--- src/rtl/serial_complement_unit_pkg.sv ---
// Shared encodings for the bit-serial complement unit.
`default_nettype none

package serial_pkg;

  localparam logic [1:0] MODE_PASS = 2'b00;
  localparam logic [1:0] MODE_ONES = 2'b01;
  localparam logic [1:0] MODE_NEG  = 2'b10;
  localparam logic [1:0] MODE_ABS  = 2'b11;

  typedef enum logic [0:0] {
    CAP_IDLE = 1'b0,
    CAP_CAPT = 1'b1
  } cap_state_e;

  typedef enum logic [0:0] {
    EMT_IDLE = 1'b0,
    EMT_EMIT = 1'b1
  } emit_state_e;

endpackage

`default_nettype wire

--- src/rtl/serial_complement_unit_if.sv ---
// Framed serial input / transformed serial output bundle shared by all lanes.
`default_nettype none

interface serial_complement_unit_if #(
  parameter int LANES = 2
);
  logic             clr;
  logic [1:0]       mode;
  logic             in_valid;
  logic             in_first;
  logic [LANES-1:0] data_in;
  logic             out_valid;
  logic             out_first;
  logic             out_last;
  logic [LANES-1:0] data_out;
  logic [LANES-1:0] ovf;
  logic             frame_err;

  modport master (
    output clr, mode, in_valid, in_first, data_in,
    input  out_valid, out_first, out_last, data_out, ovf, frame_err
  );

  modport slave (
    input  clr, mode, in_valid, in_first, data_in,
    output out_valid, out_first, out_last, data_out, ovf, frame_err
  );
endinterface

`default_nettype wire

--- src/rtl/serial_complement_unit_lane.sv ---
// One serial lane: capture shift register, emit buffer, carry-seen flag and overflow detect.
`default_nettype none

module serial_complement_lane
  import serial_pkg::*;
#(
  parameter int WIDTH = 8,
  parameter int CW    = 3
) (
  input  logic          clk,
  input  logic          rst,
  input  logic          clr_i,
  input  logic          shift_i,
  input  logic          load_i,
  input  logic          emit_i,
  input  logic          last_i,
  input  logic [CW-1:0] idx_i,
  input  logic [1:0]    mode_i,
  input  logic          bit_i,
  output logic          data_o,
  output logic          ovf_o
);

  localparam logic [WIDTH-1:0] MOST_NEG = {1'b1, {(WIDTH-1){1'b0}}};

  logic [WIDTH-1:0] cap_q;
  logic [WIDTH-1:0] cap_d;
  logic [WIDTH-1:0] emit_q;
  logic             d_q;
  logic             ebit;
  logic             negate;

  // LSB arrives first, so shifting right leaves bit 0 at position 0 after WIDTH bits.
  assign cap_d  = {bit_i, cap_q[WIDTH-1:1]};
  assign ebit   = emit_q[idx_i];
  assign negate = (mode_i == MODE_NEG) || ((mode_i == MODE_ABS) && emit_q[WIDTH-1]);

  always_ff @(posedge clk) begin
    if (!rst || clr_i) begin
      cap_q  <= '0;
      emit_q <= '0;
      d_q    <= 1'b0;
    end else begin
      if (shift_i) begin
        cap_q <= cap_d;
      end
      if (load_i) begin
        emit_q <= cap_d;
        d_q    <= 1'b0;
      end else if (emit_i) begin
        d_q <= d_q | ebit;
      end
    end
  end

  always_comb begin
    data_o = 1'b0;
    if (emit_i) begin
      if (mode_i == MODE_ONES) begin
        data_o = ~ebit;
      end else if (negate) begin
        data_o = ebit ^ d_q;
      end else begin
        data_o = ebit;
      end
    end
  end

  assign ovf_o = last_i && ((mode_i == MODE_NEG) || (mode_i == MODE_ABS)) && (emit_q == MOST_NEG);

endmodule

`default_nettype wire

--- src/rtl/serial_complement_unit.sv ---
// Multi-lane bit-serial pass / ones' / two's complement / abs unit with framed, double-buffered lanes.
`default_nettype none

module serial_complement_unit
  import serial_pkg::*;
#(
  parameter int WIDTH = 8,
  parameter int LANES = 2
) (
  input  logic                     clk,
  input  logic                     rst,
  serial_complement_unit_if.slave  bus
);

  localparam int CW = (WIDTH > 2) ? $clog2(WIDTH) : 1;
  localparam logic [CW-1:0] LAST_IDX = CW'(WIDTH - 1);

  cap_state_e       cap_q;
  emit_state_e      emt_q;
  logic [CW-1:0]    cnt_q;
  logic [CW-1:0]    idx_q;
  logic [1:0]       cmode_q;
  logic [1:0]       emode_q;
  logic             ferr_q;
  logic             shift;
  logic             load;
  logic             emitting;
  logic             last;
  logic [LANES-1:0] lane_data;
  logic [LANES-1:0] lane_ovf;

  assign shift    = bus.in_valid && (bus.in_first || (cap_q == CAP_CAPT));
  assign load     = bus.in_valid && !bus.in_first && (cap_q == CAP_CAPT) && (cnt_q == LAST_IDX);
  assign emitting = (emt_q == EMT_EMIT);
  assign last     = emitting && (idx_q == LAST_IDX);

  // in_first always (re)starts a frame; it is an error only if it cuts a partial word short.
  always_ff @(posedge clk) begin
    if (!rst || bus.clr) begin
      cap_q   <= CAP_IDLE;
      cnt_q   <= '0;
      cmode_q <= MODE_PASS;
      ferr_q  <= 1'b0;
    end else begin
      ferr_q <= 1'b0;
      if (bus.in_valid) begin
        if (bus.in_first) begin
          cap_q   <= CAP_CAPT;
          cnt_q   <= CW'(1);
          cmode_q <= bus.mode;
          ferr_q  <= (cap_q == CAP_CAPT);
        end else if (cap_q == CAP_IDLE) begin
          ferr_q <= 1'b1;
        end else if (load) begin
          cap_q <= CAP_IDLE;
          cnt_q <= '0;
        end else begin
          cnt_q <= cnt_q + CW'(1);
        end
      end
    end
  end

  // A load takes priority so a word landing on the final emit cycle follows without a gap.
  always_ff @(posedge clk) begin
    if (!rst || bus.clr) begin
      emt_q   <= EMT_IDLE;
      idx_q   <= '0;
      emode_q <= MODE_PASS;
    end else if (load) begin
      emt_q   <= EMT_EMIT;
      idx_q   <= '0;
      emode_q <= cmode_q;
    end else if (emitting) begin
      if (idx_q == LAST_IDX) begin
        emt_q <= EMT_IDLE;
        idx_q <= '0;
      end else begin
        idx_q <= idx_q + CW'(1);
      end
    end
  end

  for (genvar l = 0; l < LANES; l++) begin : g_lane
    serial_complement_lane #(
      .WIDTH (WIDTH),
      .CW    (CW)
    ) u_lane (
      .clk     (clk),
      .rst     (rst),
      .clr_i   (bus.clr),
      .shift_i (shift),
      .load_i  (load),
      .emit_i  (emitting),
      .last_i  (last),
      .idx_i   (idx_q),
      .mode_i  (emode_q),
      .bit_i   (bus.data_in[l]),
      .data_o  (lane_data[l]),
      .ovf_o   (lane_ovf[l])
    );
  end

  assign bus.out_valid = emitting;
  assign bus.out_first = emitting && (idx_q == '0);
  assign bus.out_last  = last;
  assign bus.data_out  = lane_data;
  assign bus.ovf       = lane_ovf;
  assign bus.frame_err = ferr_q;

endmodule

`default_nettype wire

--- src/flat_wrapper.sv ---
// flat-port wrapper written by rule: the top's interface ports become plain ports
module serial_complement_unit_flat import serial_pkg::*;
#(
  parameter int WIDTH = 8,
  parameter int LANES = 2
)
  (clk, rst, bus_clr, bus_mode, bus_in_valid, bus_in_first, bus_data_in, bus_out_valid, bus_out_first, bus_out_last, bus_data_out, bus_ovf, bus_frame_err);
  serial_complement_unit_if #(.LANES(LANES)) bus_i ();
  input  logic clk;
  input  logic rst;
  input wire logic [$bits(bus_i.clr)-1:0] bus_clr;
  input wire logic [$bits(bus_i.mode)-1:0] bus_mode;
  input wire logic [$bits(bus_i.in_valid)-1:0] bus_in_valid;
  input wire logic [$bits(bus_i.in_first)-1:0] bus_in_first;
  input wire logic [$bits(bus_i.data_in)-1:0] bus_data_in;
  output wire logic [$bits(bus_i.out_valid)-1:0] bus_out_valid;
  output wire logic [$bits(bus_i.out_first)-1:0] bus_out_first;
  output wire logic [$bits(bus_i.out_last)-1:0] bus_out_last;
  output wire logic [$bits(bus_i.data_out)-1:0] bus_data_out;
  output wire logic [$bits(bus_i.ovf)-1:0] bus_ovf;
  output wire logic [$bits(bus_i.frame_err)-1:0] bus_frame_err;
  assign bus_i.clr = bus_clr;
  assign bus_i.mode = bus_mode;
  assign bus_i.in_valid = bus_in_valid;
  assign bus_i.in_first = bus_in_first;
  assign bus_i.data_in = bus_data_in;
  assign bus_out_valid = bus_i.out_valid;
  assign bus_out_first = bus_i.out_first;
  assign bus_out_last = bus_i.out_last;
  assign bus_data_out = bus_i.data_out;
  assign bus_ovf = bus_i.ovf;
  assign bus_frame_err = bus_i.frame_err;
  serial_complement_unit #(.WIDTH(WIDTH), .LANES(LANES)) u_core (.clk(clk), .rst(rst), .bus(bus_i));
endmodule
--- config.mk ---
export PLATFORM = sky130hd
export DESIGN_NAME = serial_complement_unit_flat
export DESIGN_NICKNAME = d
export VERILOG_FILES = /design/src/rtl/serial_complement_unit_pkg.sv /design/src/rtl/serial_complement_unit_if.sv /design/src/rtl/serial_complement_unit_lane.sv /design/src/rtl/serial_complement_unit.sv /design/src/flat_wrapper.sv
export SDC_FILE = /design/constraint.sdc
export NUM_CORES = 1
export LEC_CHECK = 0
export ABC_AREA = 1
export BUFFER_PORTS_ARGS = -buffer_cell sky130_fd_sc_hd__buf_2
export CORE_ASPECT_RATIO = 0.8
export CORE_UTILIZATION = 59
export CTS_CLUSTER_SIZE = 25
export DETAILED_ROUTE_END_ITERATION = 6
export GPL_TIMING_DRIVEN = 0
export PLACE_DENSITY_LB_ADDON = 0.12
export SLEW_MARGIN = 20
export SYNTH_ARGS = -nofsm -noshare
export SYNTH_HDL_FRONTEND = slang
export SYNTH_SLANG_ARGS = --single-unit
--- constraint.sdc ---
create_clock -name clk -period 2.1 [get_ports clk]
set_input_delay 0.21 -clock clk [delete_from_list [all_inputs] [get_ports clk]]
set_output_delay 0.21 -clock clk [all_outputs]
set_load 0.01 [all_outputs]
==> impl_metrics.json, run 1 <==
{
  "cts_buffers": 5,
  "violations": "setup timing",
  "path_clk_slew_ps": 80,
  "rows": 19,
  "yosysWarningCount": 0,
  "status": "finished with violations",
  "area_growth_pct": 19.0,
  "regArea_um2": 903,
  "cts_htree_levels": 2,
  "report.final.slew_viol_count": 0,
  "viasPerCell": 5.18,
  "fin_ws_ps": -151,
  "powerDensity_nw_per_um2": 574,
  "place_ws_ps": -67.8,
  "rsz0062_at_grt": "true",
  "synth_fa_ha_area_frac": 0.0457,
  "grt_pass1_wl_um": 7620,
  "routed_wl_um": 4500,
  "synth_area_um2": 2190,
  "grt-ovfl-total": 0,
  "critical_path_arrival_ps": 2040,
  "fin_util": 0.746,
  "ys_types": 24,
  "drv_cap": 0,
  "clk_root_buffer_cell": "clkbuf_8",
  "hold_class": "in2reg",
  "max_freq_mhz": 444,
  "core_region_area_um2": 3490,
  "multi_input_area_um2": 1120,
  "dieArea_um2": 3960,
  "fin_total_pwr_mw": 1.50,
  "drt_iter0_markers": 81,
  "seq_area_frac_synth": 0.411,
  "place.gp.congestion": 0.838,
  "wl_per_cell_um": 12.2,
  "via_count": 1911,
  "reg2reg_slack_ps": 450,
  "netlist_instances": 295,
  "ios": 17,
  "synth-compound-area-share": 0.160,
  "ys_ff_latch": 45,
  "die_w_um": 70.1,
  "nets": 344,
  "portBuffers": 16,
  "fin_crit_ps": 2250,
  "grt_max_degree": 14,
  "synth_xor_area_frac": 0,
  "ant_nets": 0,
  "clock_path_buffers": 2,
  "slew-limit-headroom": 0.722,
  "yosys.area_share.simple": 0.256,
  "period_share": 1.07,
  "clock_sinks": 45,
  "drc_errors": 0,
  "avgSynthCellArea_um2": 7.43,
  "synth_top_family_by_area": "simple AND/OR/NAND/NOR gates",
  "worstMarginPinSlew_ps": 417,
  "antenna_cells": 0,
  "cts_tree": "yes",
  "drive_gt1_frac": 0.297,
  "crit_path_end_kind": "output pin",
  "grt_pass1_vias": 1772,
  "crit_type": "reg2out",
  "grtUsageTotal": 0.240,
  "hold_viol": 0,
  "nFillCells": 267,
  "worst-path-max-fanout": 4,
  "cts_hold_buffers": 0,
  "synthMuxAreaShare": 0,
  "peakVddDrop_uv": 615,
  "antenna_found_initial": 0,
  "hpwl_um": 3070,
  "fin_skew_ps": 8.38,
  "synth_nets": 312,
  "final_common_cell": "nor2_1",
  "p_leak_nw": 1.09,
  "initial_core_util": 0.627,
  "setup_viol": 2,
  "layout_common_cells": "nor2_1 (46), dfxtp_1 (43), inv_1 (31)",
  "clock_latency_ps": 300,
  "die_h_um": 56.5,
  "first_pass_iters": 4,
  "required_ps": 1890,
  "cp-start-kind": "flip-flop"
}
==> cell usage after synthesis, drive strengths merged <==
library cell	instances	area share
nor2	50	0.093
nand2	46	0.082
dfxtp	45	0.41
inv	41	0.071
o21ai	38	0.089
a21oi	26	0.071
nand3	16	0.050
buf	10	0.047
ha	8	0.046
clkbuf	5	0.0086
nand4	4	0.011
nor3	4	0.014
or2	2	0.0057
==> power by group <==
part / total [mW] / internal, mW / switching, mW
clock network: 0.544 / 0.260 / 0.284
registers: 0.873 / 0.865 / 0.00835
logic: 0.0801 / 0.0261 / 0.0539
total: 1.50 / 1.15 / 0.346
==> per-layer routing <==
| metal | track usage | up-vias | routed length, um |
|---|---|---|---|
| met5 | 0 | - | 0 |
| met4 | 0.0686 | 0 | 54 |
| met3 | 0.0449 | 7 | 207 |
| met2 | 0.378 | 39 | 2030 |
| met1 | 0.337 | 866 | 2200 |
| li1 | - | 999 | - |
==> cell type report <==
class / instances / area share
well taps: 42 / 0.0202
multi-input cells: 194 / 0.431
flip-flops and latches: 45 / 0.346
plain buffers: 13 / 0.0408
clock buffers: 6 / 0.0317
clock inverters: 1 / 0.00288
inverters: 41 / 0.0600
repair buffers: 27 / 0.0672
==> worst max-delay path: stages (launching register included) <==
cell and delay, ps:
dfxtp_2 330, buf_6 120, buf_4 140, nand2_1 80, nand3_2 90, nand2_2 90
nand2_2 50, nand2_2 80, inv_2 40, ha_4 250, inv_2 30, o21ai_2 110
inv_1 40, nand2_1 50, inv_1 40, nor2_2 90, buf_6 110
==> through the flow <==
| step | setup TNS, ps | hold slack, ps | cell area [um^2] | std cells |
|---|---|---|---|---|
| floorplan | 0 | 345 | 2190 | 295 |
| global placement | -35.5 | 448 | 2320 | 353 |
| detailed placement | -118 | 461 | 2320 | 353 |
| CTS | -349 | 160 | 2520 | 369 |
| global route | -536 | 185 | 2610 | 369 |
| finish | -287 | 157 | 2610 | 369 |
==> logic make-up (layout without fill, tap and decap cells) <==
kind of cell | count (synthesis) | after routing
flip-flops | 45 | 45
adder cells (fa/ha/maj) | 8 | 8
AND/OR/NAND/NOR | 122 | 122
AO/OA/AOI/OAI | 64 | 64
buffers and inverters | 56 | 88
==> timing repair <==
action                                  4_1_cts  5_1_grt
gates resized for setup                      13       24
pin swaps                                    13       15
endpoints found under the setup margin        2        4
gates cloned                                  0        0
buffers inserted                             11        0
==> flip-flops by register name (all words and copies together), names as in the netlist <==
register / flops
u_core.g_lane.u_lane.d_q: 2
u_core.g_lane.u_lane.emit_q: 16
u_core.g_lane.u_lane.cap_q: 14
u_core.emode_q: 2
u_core.bus.out_valid: 1
u_core.cmode_q: 2
u_core.idx_q: 3
u_core.cnt_q: 3
u_core.cap_q: 1
u_core.bus.frame_err: 1
==> worst paths after layout <==
kind | from | to | cells after the start
min reg2reg | u_core.g_lane[1].u_lane.d_q | u_core.g_lane[1].u_lane.d_q | 2
min | bus_data_in[1] | u_core.g_lane[1].u_lane.cap_q[7] | 3
max | u_core.idx_q[0] | bus_data_out[0] | 16
max reg2reg | u_core.idx_q[0] | u_core.g_lane[0].u_lane.d_q | 11
Note: power is estimated with default switching activity, not from simulation.
==> inputs of run 2 (changes only) <==
--- a/config.mk
+++ b/config.mk
@@ -13,6 +13,7 @@
 export DETAILED_ROUTE_END_ITERATION = 6
 export GPL_TIMING_DRIVEN = 0
 export PLACE_DENSITY_LB_ADDON = 0.12
+export SKIP_LAST_GASP = 1
 export SLEW_MARGIN = 20
 export SYNTH_ARGS = -nofsm -noshare
 export SYNTH_HDL_FRONTEND = slang
==> impl_metrics.json, run 2 (synthesized netlist as in run 1, its figures left out) <==
{
  "top_layer_used": "met4",
  "via_count": 1927,
  "clk_root_buffer_cell": "clkbuf_8",
  "crit_path_end_kind": "output pin",
  "grt_pass1_wl_um": 7620,
  "violations": "setup timing",
  "cp-start-kind": "flip-flop",
  "required_ps": 1890,
  "largest_register_ffs": 16,
  "clock_latency_ps": 300,
  "clock_power_share": 0.364,
  "worst-path-max-fanout": 4,
  "report.final.slew_viol_count": 0,
  "rows": 19,
  "peakVddDrop_uv": 615,
  "hold_class": "in2reg",
  "sw_frac_of_total": 0.232,
  "p_seq_frac": 0.583,
  "dieArea_um2": 3960,
  "grt-ovfl-total": 0,
  "antenna_found_initial": 0,
  "clock_path_buffers": 2,
  "cts_htree_levels": 2,
  "routed_wl_um": 4510,
  "wl_per_cell_um": 12.2,
  "drive_gt1_frac": 0.291,
  "combinationalPowerShare": 0.053,
  "area_growth_pct": 18.8,
  "wl_met3_um": 198,
  "fin_ws_ps": -155,
  "layout_common_cells": "nor2_1 (46), dfxtp_1 (43), inv_1 (32)",
  "crit_type": "reg2out",
  "nets": 344,
  "fin_skew_ps": 8.95,
  "p_leak_nw": 1.09,
  "rsz0062_at_grt": "true",
  "status": "finished with violations",
  "place.gp.congestion": 0.838,
  "cts_buffers": 5,
  "die_h_um": 56.5,
  "portBuffers": 16,
  "drt_iter0_markers": 112,
  "drt-met1-wl_um": 2210,
  "antenna_cells": 0,
  "cts_tree": "yes",
  "final_common_cell": "nor2_1",
  "path_clk_slew_ps": 80,
  "hold_viol": 0,
  "worstMarginPinSlew_ps": 418,
  "drv_cap": 0,
  "reg.largest.list": "u_core.g_lane.u_lane.emit_q: 16 flops, u_core.g_lane.u_lane.cap_q: 14 flops",
  "die_w_um": 70.1,
  "slew-limit-headroom": 0.721,
  "setup_viol": 2,
  "internal-power_mw": 1.15,
  "p_switching_mw": 0.348,
  "grtUsageTotal": 0.240,
  "clock_sinks": 45,
  "met2_wirelength_um": 2050,
  "fin_util": 0.745,
  "powerDensity_nw_per_um2": 576,
  "first_pass_iters": 4,
  "max_freq_mhz": 444,
  "drc_errors": 0,
  "grt_max_degree": 14,
  "initial_core_util": 0.627,
  "viasPerCell": 5.22,
  "hpwl_um": 3070,
  "cts_hold_buffers": 0,
  "period_share": 1.07,
  "regMostFlops": "u_core.g_lane.u_lane.emit_q",
  "ios": 17,
  "ant_nets": 0,
  "holdWs_ps": 157,
  "grt_pass1_vias": 1772,
  "core_region_area_um2": 3490,
  "fin_crit_ps": 2250,
  "critical_path_arrival_ps": 2040
}
run 2: cell counts in the layout (fill, tap and decap cells not counted):
No cell type changed its count.
run 2: stage by stage:
| step | setup WS (ps) | cells | total power [mW] | area [um^2] | setup TNS, ps |
|---|---|---|---|---|---|
| after floorplan | 201 | 295 | 0.945 | 2190 | 0 |
| after global placement | -21.0 | 353 | 0.971 | 2320 | -35.5 |
| after detailed placement | -67.8 | 353 | 0.972 | 2320 | -118 |
| after CTS | -176 | 369 | 1.50 | 2520 | -349 |
| after global routing | -289 | 369 | 1.54 | 2600 | -561 |
| final | -155 | 369 | 1.50 | 2600 | -285 |
run 2: path summary, 6_finish.rpt:
check	cells past startpoint	slack, ps	end	from
worst max register to register	11	440	u_core.g_lane[0].u_lane.d_q	u_core.idx_q[0]
worst min-delay path	3	160	u_core.g_lane[1].u_lane.cap_q[7]	bus_data_in[1]
worst max-delay path	16	-150	bus_data_out[0]	u_core.idx_q[0]
worst min register to register	2	470	u_core.g_lane[1].u_lane.d_q	u_core.g_lane[1].u_lane.d_q
run 2: power groups by stage:
stage | registers (mW) | clock network [mW] | logic, mW
floorplan | 0.891 | 0 | 0.0542
global placement | 0.893 | 0 | 0.0782
detailed placement | 0.893 | 0 | 0.0789
CTS | 0.873 | 0.550 | 0.0799
global route | 0.874 | 0.572 | 0.0934
finish | 0.873 | 0.546 | 0.0801
run 2: final cells by class:
cell class	instances	area, um^2
plain buffers	13	106
clock buffers	6	82.6
clock inverters	1	7.51
fillers	269	891
inverters	41	156
multi-input cells	194	1120
flip-flops and latches	45	903
well taps	42	52.6
repair buffers	27	175
run 2: critical path, cell delays in order (launching register included):
cell and delay (ps):
dfxtp_2 330, buf_6 120, buf_4 140, nand2_1 80, nand3_2 90, nand2_2 90, nand2_2 50, nand2_2 80
inv_2 40, ha_4 250, inv_1 30, o21ai_1 110, inv_1 50, nand2_1 50, inv_1 40, nor2_2 90
buf_6 110
run 2: what timing repair did:
| item | 4_1_cts | 5_1_grt |
|---|---|---|
| pin swaps | 13 | 15 |
| gates resized for setup | 13 | 22 |
| buffers inserted | 11 | 0 |
| endpoints found under the setup margin | 2 | 4 |
run 2: layer usage:
layer,track usage,up-vias
li1,-,997
met1,0.337,878
met2,0.378,45
met3,0.0449,7
met4,0.0686,0
met5,0,-
